$ cat config.mk
export PLATFORM = sky130hd
export DESIGN_NAME = gelato_register_bank_arbiter
export DESIGN_NICKNAME = d
export VERILOG_FILES = /design/src/rtl/gelato_register_bank_arbiter.sv
export SDC_FILE = /design/constraint.sdc
export NUM_CORES = 2
export LEC_CHECK = 0
export CAP_MARGIN = 15
export CORE_ASPECT_RATIO = 0.5
export CORE_UTILIZATION = 58
export DETAILED_ROUTE_END_ITERATION = 7
export DONT_BUFFER_PORTS = 1
export GPL_ROUTABILITY_DRIVEN = 1
export PLACE_DENSITY = 0.76
export SKIP_CTS_REPAIR_TIMING = 1
export SYNTH_ARGS = -nofsm -noshare
export SYNTH_HDL_FRONTEND = slang
export SYNTH_HIERARCHICAL = 1
export SYNTH_SLANG_ARGS = --single-unit
$ cat constraint.sdc
create_clock -name clk -period 8.6 [get_ports clk]
set_input_delay 1.29 -clock clk [delete_from_list [all_inputs] [get_ports clk]]
set_output_delay 1.29 -clock clk [all_outputs]
set_load 0.02 [all_outputs]
$ cat src/rtl/gelato_register_bank_arbiter.sv
// gelato_register_bank_arbiter: banked register file with a per-batch bank
// arbiter. One batched operand request in, one response out (IDLE -> ARB ->
// READ -> RESP). Each bank serves at most one read per batch. The single
// writeback port always beats a read on the same bank.

// One single-ported register bank: synchronous write, synchronous read.
module gelato_register_bank_arbiter_bank #(
  parameter int ROW_W  = 3,
  parameter int DATA_W = 32
) (
  input  logic              clk,
  input  logic              rst,
  input  logic              rdy,
  input  logic              wr_en,
  input  logic [ROW_W-1:0]  wr_row,
  input  logic [DATA_W-1:0] wr_data,
  input  logic              rd_en,
  input  logic [ROW_W-1:0]  rd_row,
  output logic [DATA_W-1:0] rd_data
);
  localparam int ROWS = 1 << ROW_W;

  logic [ROWS-1:0][DATA_W-1:0] mem;

  // Storage and read register; both freeze while the pipeline is stalled.
  always_ff @(posedge clk or posedge rst) begin
    if (rst) begin
      mem     <= '0;
      rd_data <= '0;
    end else if (rdy) begin
      if (wr_en) mem[wr_row] <= wr_data;
      if (rd_en) rd_data <= mem[rd_row];
    end
  end
endmodule

module gelato_register_bank_arbiter #(
  parameter int COLLECTOR_SIZE = 4,
  parameter int SLOT_NUM       = 4,
  parameter int BANK_NUM       = 4,
  parameter int REG_ADDR_W     = 5,
  parameter int DATA_W         = 32
) (
  input  logic                                   clk,
  input  logic                                   rst,
  input  logic                                   rdy,
  input  logic                                   req_valid,
  output logic                                   req_ready,
  input  logic [COLLECTOR_SIZE-1:0]              req_entry_valid,
  input  logic [COLLECTOR_SIZE*2-1:0]            req_collector_num,
  input  logic [COLLECTOR_SIZE*SLOT_NUM-1:0]     req_reg_valid,
  input  logic [COLLECTOR_SIZE*SLOT_NUM*REG_ADDR_W-1:0] req_reg_num,
  output logic                                   rsp_valid,
  input  logic                                   rsp_ready,
  output logic [BANK_NUM-1:0]                    rsp_data_valid,
  output logic [BANK_NUM*2-1:0]                  rsp_collector_index,
  output logic [BANK_NUM*2-1:0]                  rsp_reg_index,
  output logic [BANK_NUM*DATA_W-1:0]             rsp_data,
  input  logic                                   wb_valid,
  input  logic [REG_ADDR_W-1:0]                  wb_reg,
  input  logic [DATA_W-1:0]                      wb_data
);
  localparam int BANK_W = $clog2(BANK_NUM);
  localparam int ROW_W  = REG_ADDR_W - BANK_W;
  localparam int OPS    = COLLECTOR_SIZE * SLOT_NUM;

  typedef enum logic [1:0] {IDLE, ARB, READ, RESP} state_t;

  typedef struct packed {
    logic [COLLECTOR_SIZE-1:0]             ent_vld;
    logic [COLLECTOR_SIZE-1:0][1:0]        coll;
    logic [OPS-1:0]                        reg_vld;
    logic [OPS-1:0][REG_ADDR_W-1:0]        reg_num;
  } batch_t;

  state_t state, state_nxt;
  batch_t batch_q;

  logic [OPS-1:0]                   pend;
  logic [BANK_NUM-1:0]              gnt;
  logic [BANK_NUM-1:0][1:0]         gnt_coll;
  logic [BANK_NUM-1:0][1:0]         gnt_slot;
  logic [BANK_NUM-1:0][ROW_W-1:0]   gnt_row;

  logic [BANK_NUM-1:0]              gnt_q;
  logic [BANK_NUM-1:0][1:0]         gnt_coll_q;
  logic [BANK_NUM-1:0][1:0]         gnt_slot_q;
  logic [BANK_NUM-1:0][DATA_W-1:0]  bank_rd;

  logic [BANK_NUM-1:0]              rsp_dv_q;
  logic [BANK_NUM-1:0][1:0]         rsp_coll_q;
  logic [BANK_NUM-1:0][1:0]         rsp_slot_q;
  logic [BANK_NUM-1:0][DATA_W-1:0]  rsp_data_q;

  logic [BANK_W-1:0] wb_bank;
  logic [ROW_W-1:0]  wb_row;
  logic              wb_en;

  // Register 0 is hard-wired: its write is dropped, and since storage resets
  // to zero and is never written there, it always reads back as zero.
  assign wb_bank = wb_reg[BANK_W-1:0];
  assign wb_row  = wb_reg[REG_ADDR_W-1:BANK_W];
  assign wb_en   = rdy && wb_valid && (wb_reg != '0);

  assign req_ready = (state == IDLE);
  assign rsp_valid = (state == RESP);

  // State register; a reset aborts any batch in flight.
  always_ff @(posedge clk or posedge rst) begin
    if (rst)      state <= IDLE;
    else if (rdy) state <= state_nxt;
  end

  // Next-state: ARB and READ are single-cycle, RESP waits for the collector.
  always_comb begin
    state_nxt = state;
    case (state)
      IDLE:    if (req_valid) state_nxt = ARB;
      ARB:     state_nxt = READ;
      READ:    state_nxt = RESP;
      RESP:    if (rsp_ready) state_nxt = IDLE;
      default: state_nxt = IDLE;
    endcase
  end

  // Capture the whole batch on acceptance; it is only consulted in ARB.
  always_ff @(posedge clk or posedge rst) begin
    if (rst)                                   batch_q <= '0;
    else if (rdy && state == IDLE && req_valid) begin
      batch_q.ent_vld <= req_entry_valid;
      batch_q.coll    <= req_collector_num;
      batch_q.reg_vld <= req_reg_valid;
      batch_q.reg_num <= req_reg_num;
    end
  end

  // Operand qualification: slot 0 is never a register read.
  always_comb begin
    pend = '0;
    for (int e = 0; e < COLLECTOR_SIZE; e++)
      for (int s = 1; s < SLOT_NUM; s++)
        pend[e*SLOT_NUM+s] = batch_q.ent_vld[e] && batch_q.reg_vld[e*SLOT_NUM+s];
  end

  // Slot-0 fields are latched with the batch but have no meaning here.
  logic [REG_ADDR_W:0] slot0_fold;
  logic                unused_slot0;
  always_comb begin
    slot0_fold = '0;
    for (int e = 0; e < COLLECTOR_SIZE; e++)
      slot0_fold = slot0_fold ^ {batch_q.reg_vld[e*SLOT_NUM], batch_q.reg_num[e*SLOT_NUM]};
  end
  assign unused_slot0 = ^slot0_fold;

  // Per-bank fixed priority: lowest e*SLOT_NUM+s wins; a writeback to the
  // bank in the same cycle kills the grant.
  always_comb begin
    gnt      = '0;
    gnt_coll = '0;
    gnt_slot = '0;
    gnt_row  = '0;
    for (int b = 0; b < BANK_NUM; b++) begin
      for (int e = 0; e < COLLECTOR_SIZE; e++) begin
        for (int s = 0; s < SLOT_NUM; s++) begin
          if (!gnt[b] && pend[e*SLOT_NUM+s] &&
              batch_q.reg_num[e*SLOT_NUM+s][BANK_W-1:0] == BANK_W'(b)) begin
            gnt[b]      = 1'b1;
            gnt_coll[b] = batch_q.coll[e];
            gnt_slot[b] = 2'(s);
            gnt_row[b]  = batch_q.reg_num[e*SLOT_NUM+s][REG_ADDR_W-1:BANK_W];
          end
        end
      end
      if (wb_en && wb_bank == BANK_W'(b)) gnt[b] = 1'b0;
    end
  end

  genvar gb;
  generate
    for (gb = 0; gb < BANK_NUM; gb++) begin : g_bank
      gelato_register_bank_arbiter_bank #(
        .ROW_W  (ROW_W),
        .DATA_W (DATA_W)
      ) u_bank (
        .clk     (clk),
        .rst     (rst),
        .rdy     (rdy),
        .wr_en   (wb_en && wb_bank == BANK_W'(gb)),
        .wr_row  (wb_row),
        .wr_data (wb_data),
        .rd_en   (state == ARB && gnt[gb]),
        .rd_row  (gnt_row[gb]),
        .rd_data (bank_rd[gb])
      );
    end
  endgenerate

  // Remember who each bank read is for while the bank data comes back.
  always_ff @(posedge clk or posedge rst) begin
    if (rst) begin
      gnt_q      <= '0;
      gnt_coll_q <= '0;
      gnt_slot_q <= '0;
    end else if (rdy && state == ARB) begin
      gnt_q      <= gnt;
      gnt_coll_q <= gnt_coll;
      gnt_slot_q <= gnt_slot;
    end
  end

  // Response register: loaded in READ, held stable through RESP.
  always_ff @(posedge clk or posedge rst) begin
    if (rst) begin
      rsp_dv_q   <= '0;
      rsp_coll_q <= '0;
      rsp_slot_q <= '0;
      rsp_data_q <= '0;
    end else if (rdy && state == READ) begin
      rsp_dv_q <= gnt_q;
      for (int b = 0; b < BANK_NUM; b++) begin
        rsp_coll_q[b] <= gnt_q[b] ? gnt_coll_q[b] : 2'd0;
        rsp_slot_q[b] <= gnt_q[b] ? gnt_slot_q[b] : 2'd0;
        rsp_data_q[b] <= gnt_q[b] ? bank_rd[b]    : '0;
      end
    end
  end

  assign rsp_data_valid      = rsp_dv_q;
  assign rsp_collector_index = rsp_coll_q;
  assign rsp_reg_index       = rsp_slot_q;
  assign rsp_data            = rsp_data_q;
endmodule

Word level (Yosys, flattened, before mapping)
Index checks and enable logic that the tools add are counted.

Register bits after elaboration: 1410. Output and inout bits: 150. Word-level logic and storage cells: 539.

$lt $le $gt $ge: 6. Eq/ne operators: 44. Muxes and demuxes: 225. Reductions and logical operators: 187.

Operators by type and width (number): $bwmux W256 (4); $bmux W32 S3 (4); $mux W32 (9); $mux W2 (102); $mux W3 (48); $logic_and A1 B1 Y1 (119); $demux W32 S3 (1); $eq A2 B2 Y1 const B (28); $mux W1 (56); $logic_not A1 Y1 (44); $eq A2 B1 Y1 const B (14); $logic_not A2 Y1 (14); $lt A3 B4 Y1 const B (5); $reduce_and A2 Y1 (8); $pmux W2 S4 (1); $reduce_bool A5 Y1 (1); $ge A3 B1 Y1 const B (1); $reduce_and A3 Y1 (1); $ne A2 B1 Y1 const B (1); $ne A2 B2 Y1 const B (1).

Longest topological paths before layout
Word-level depth: 50. Mapped depth: 15. Depth with buffers taken out: 9.

Cells and area by module
Netlist, hierarchy kept.

Modules (own cells, without submodules): gelato_register_bank_arbiter_bank (g_bank[0].u_bank ...) (times used 3, cells each 878, area each 12715.9 um^2); gelato_register_bank_arbiter_bank (g_bank[3].u_bank) (times used 1, cells each 878, area each 12703.4 um^2); gelato_register_bank_arbiter (times used 1, cells each 1349, area each 12502.0 um^2).

Worst setup path after synthesis
Ideal clock, no wire load.

Kind: flip-flop to flip-flop. Start point: register batch_q[104] (netlist bit). End point: register g_bank[2].u_bank.rd_data[1]. Setup time: 135 ps. Arrival time: 3296 ps. Required time: 8465 ps. Slack: 5169 ps. Stages on the path, launching flop included: 16. Path buffers: 6. Path through: dfrtp_1 -> buf_4 -> and4b_1 -> buf_6 -> or3_4 -> buf_6 -> or3_1 -> buf_2 -> or3_1 -> and3_1 -> o21ai_1 -> nor2b_1 -> clkbuf_1 -> clkbuf_1 -> a22o_1 -> o31ai_1.

RTL lines: from (decl) (RTL line 77) `batch_t batch_q;`; to (signal assigned) (RTL line 32) `if (rd_en) rd_data <= mem[rd_row];`; to (decl) (RTL line 19) `output logic [DATA_W-1:0] rd_data`.

==> impl_metrics.csv <==
group,metric,value,unit
sta,finClkSkew,0.0583,ns
setup_path,critPathTopFamily,"simple AND/OR/NAND/NOR gates",
yosys,synth.avg_cell_area,13.0,µm²
clock_tree,cts_tree,"done",
floorplanning,start_util,58.7,%
yosys,syn-instance-count,4861,
global_routing,grt_max_degree,203,
sta,setup_viol,0,
floorplanning,die_x,469,µm
cells_and_area,synthToLayoutAreaGrowth,8.35,%
yosys,yosys.area.top_type,"dfrtp_1",
power,ir_drop,0.776,mV
floorplanning,fp.dieH,236,µm
power,p_leak,32.3,nW
sta,rsz0062_at_grt,"no",
route,totalWireLength,166000,µm
global_routing,antenna_found_initial,10,
sta,final.min_clock_period,4.99,ns
setup_path,reg2reg_slack,3.61,ns
run,cap_violations,0,
sta,tightest_slew,1.13,ns
power,totalPowerFinal,24.8,mW
yosys,seq_area_frac_synth,55.5,%
power,pwr-share-comb,40.6,%
route,ant_nets,0,
setup_path,critPathKind,"reg2reg",
yosys,synth_edf_count,0,
clock_tree,clock_path_buffers,3,
clock_tree,numCtsBuffers,120,
cells_and_area,drive_above_1_share,35.2,%
setup_path,crit_path_max_incr_delay,0.91,ns
floorplanning,io_pins,301,
setup_path,path_max_fanout,65,
clock_tree,cts_root_buffer,"clkbuf_16",
setup_path,crit_chain,"and4b_1, or3_4, or3_1, nor3_2, a221o_4, buf_4, mux2_2, o22ai_1, o31ai_1",
floorplanning,fp.coreArea,108000,µm²
yosys,syn_nets,5016,
power,p_seq_share,36.9,%
power,power.internal,15.0,mW
yosys,synthTopCellsByArea,"dfrtp_1 56%, mux2_2 24%, mux2i_1 4.1%, nand2_1 2.9%, a22o_1 1.8%",
yosys,synth_flop_cell,"dfrtp_1",
yosys,synth_cell_types,66,
power,swShare,39.5,%
yosys,syn_area,63400,µm²
global_routing,grt_pass1_wl,256000,µm
yosys,yosysWarningCount,6,
clock_tree,clock-sinks,1406,
power,p_per_area,362,nW/µm²
yosys,synthArstFlopShare,100,%
yosys,synth_top_area_share,55.5,%
sta,slew_viol_final,0,
route,via_per_inst,6.37,
floorplanning,rows,85,
hold_path,min_path_type,"in2async",
setup_path,path_buf_inv,1,
cells_and_area,finalNonFillerCells,6282,
place,routabilityCongestion,0.905,
global_routing,grt_use_total,30.3,%
global_routing,grt_pass1_vias,41737,
setup_path,crit_arrival,5.56,ns
power,switching_power,9.81,mW
place,portBuffers,0,
setup_path,crit_required,9.17,ns
yosys,synth-seq-cells,1406,
floorplanning,die_area,111000,µm²
setup_path,crit_path_top_delay_cell,"buf_4",
power,clockPowerShare,22.5,%
clock_tree,clk_pin_slew,0.07,ns
sta,fmax,0.200,GHz
cells_and_area,nFillCells,7883,
outcome,status,"complete, no violations",
place,dp_cells,6056,
route,dr.pass1.iters,8,
sta,finalHoldViolCount,0,
cells_and_area,finalNetCount,4902,
sta,setup_tns,0,ns
global_routing,grt-ovfl-total,0,
setup_path,start_kind,"flop",
route,num_vias,40013,
route,routedWlPerCell,26.4,µm
clock_tree,htreeDepth,3,
sta,fin_crit_sh,58.1,%
place,place_hpwl,99600,µm
route,drtIter0Drc,3181,
route,drcViolationCount,0,
clock_tree,insertion_delay,0.77,ns
setup_path,crit_path_end_kind,"flop",
sta,slew_headroom,24.4,%
placed cells by master (no fill, tap or decap), drive strengths merged, types with 75 or more instances in the layout:
| master | n |
|---|---|
| nand2 | 494 |
| nor2 | 75 |
| dfrtp | 1406 |
| clkbuf | 171 |
| mux2 | 1370 |
| buf | 85 |
| mux2i | 258 |
| o22ai | 139 |
| o21ai | 181 |
| a22o | 130 |
| o31ai | 132 |
Yosys cell counts, types with 4 or more instances:
| library cell | instances |
|---|---|
| and4b_1 | 16 |
| buf_2 | 116 |
| o22ai_1 | 139 |
| nand3b_1 | 10 |
| nand2_1 | 494 |
| mux2_4 | 12 |
| nor4_1 | 10 |
| nand4b_1 | 21 |
| ha_1 | 4 |
| o31ai_1 | 132 |
| nor2_1 | 75 |
| and2_1 | 5 |
| or3_1 | 18 |
| clkbuf_2 | 9 |
| a211oi_1 | 7 |
| dfrtp_1 | 1406 |
| a22o_1 | 130 |
| a221oi_1 | 12 |
| buf_6 | 27 |
| buf_1 | 6 |
| inv_1 | 19 |
| o211ai_1 | 4 |
| and4_1 | 6 |
| o21ai_0 | 179 |
| nor2b_1 | 7 |
| nand3_1 | 41 |
| buf_4 | 16 |
| nand4_1 | 17 |
| a21oi_1 | 31 |
| a31oi_1 | 15 |
| and3_1 | 5 |
| nor3_1 | 26 |
| mux2i_1 | 258 |
| mux2_2 | 1350 |
| nor4bb_1 | 10 |
| a22oi_1 | 8 |
| clkbuf_1 | 147 |
| mux2_1 | 8 |
| nand2b_1 | 19 |
| a222oi_1 | 5 |
through the flow:
| stage | util (%) | hold WS (ns) | worst slack [ns] | cell area [µm²] |
|---|---|---|---|---|
| 2_1_floorplan | - | 0.449 | 0.325 | 63400 |
| 3_5_place_dp | 59.7 | 0.466 | 3.69 | 64500 |
| 3_3_place_gp | 59.7 | 0.464 | 3.75 | 64500 |
| 4_1_cts | 63.5 | 0.299 | 3.68 | 68600 |
| 6_report | 63.6 | 0.349 | 3.61 | 68600 |
| 5_1_grt | 63.6 | 0.327 | 3.44 | 68600 |
registers in the layout (all words and copies together) (netlist names):
name	cells
gnt_slot_q	8
rsp_data_valid	4
batch_q	84
gnt_coll_q	8
state	2
g_bank.u_bank/rd_data	128
rsp_data	128
g_bank.u_bank/mem	1024
rsp_collector_index	8
gnt_q	4
rsp_reg_index	8
cells by family after synthesis:
| kind of cell | count (synthesis) | synth area share (%) |
|---|---|---|
| buf+inv | 340 | 2.68 |
| fa+ha+maj | 4 | 0.0790 |
| compound gates | 689 | 7.38 |
| flops | 1406 | 55.5 |
| simple gates | 794 | 5.83 |
| mux | 1628 | 28.5 |
power groups by stage:
stage                     clock, mW  sequential, mW  combinational (mW)
after floorplan                   0            8.74                7.56
after global placement            0            9.18                9.79
after detailed placement          0            9.25                9.93
after CTS                      5.69            9.14                9.98
after global routing           5.96            9.29                10.7
final                          5.60            9.16                10.1
worst paths after layout:
path                                               from                            to  depth (start not counted)
hold reg to reg            g_bank[1].u_bank/rd_data[25]  g_bank[1].u_bank/rd_data[25]                          2
setup reg to reg                           batch_q[104]  g_bank[2].u_bank/rd_data[28]                          9
setup / recovery                           batch_q[104]  g_bank[2].u_bank/rd_data[28]                          9
max in group asynchronous                           rst      g_bank[1].u_bank/mem[22]                          3
min in group clk           g_bank[1].u_bank/rd_data[25]  g_bank[1].u_bank/rd_data[25]                          2
hold / removal                                      rst      g_bank[3].u_bank/mem[42]                          1
cell type report:
| cell class | count | area [µm²] | share of cell area (%) |
|---|---|---|---|
| inverter | 19 | 93.8 | 0.137 |
| antenna | 2 | 5.00 | 0.00729 |
| tap | 1435 | 1800 | 2.62 |
| timing repair buffer | 85 | 746 | 1.09 |
| multi-input combinational | 3115 | 26700 | 38.9 |
| sequential | 1406 | 35200 | 51.3 |
| clock buffer | 171 | 3520 | 5.12 |
| clock inverter | 49 | 568 | 0.828 |
per-layer routing:
layer / up-vias / GRT usage (%) / share of wire, %
met5: - / 0 / 0.0079
met4: 2 / 10.5 / 3.5
met3: 282 / 4.89 / 5.4
met2: 1056 / 49.0 / 48
met1: 21150 / 41.7 / 44
li1: 17523 / - / -
worst register-to-register path: stages, from the launching register on:
cell and delay, ns:
dfrtp_1 0.56, and4b_1 0.39, or3_4 0.47, or3_1 0.51, nor3_2 0.49, a221o_4 0.68, buf_4 0.96, mux2_2 0.47
o22ai_1 0.20, o31ai_1 0.10
Power figures use the tool's default switching activity.
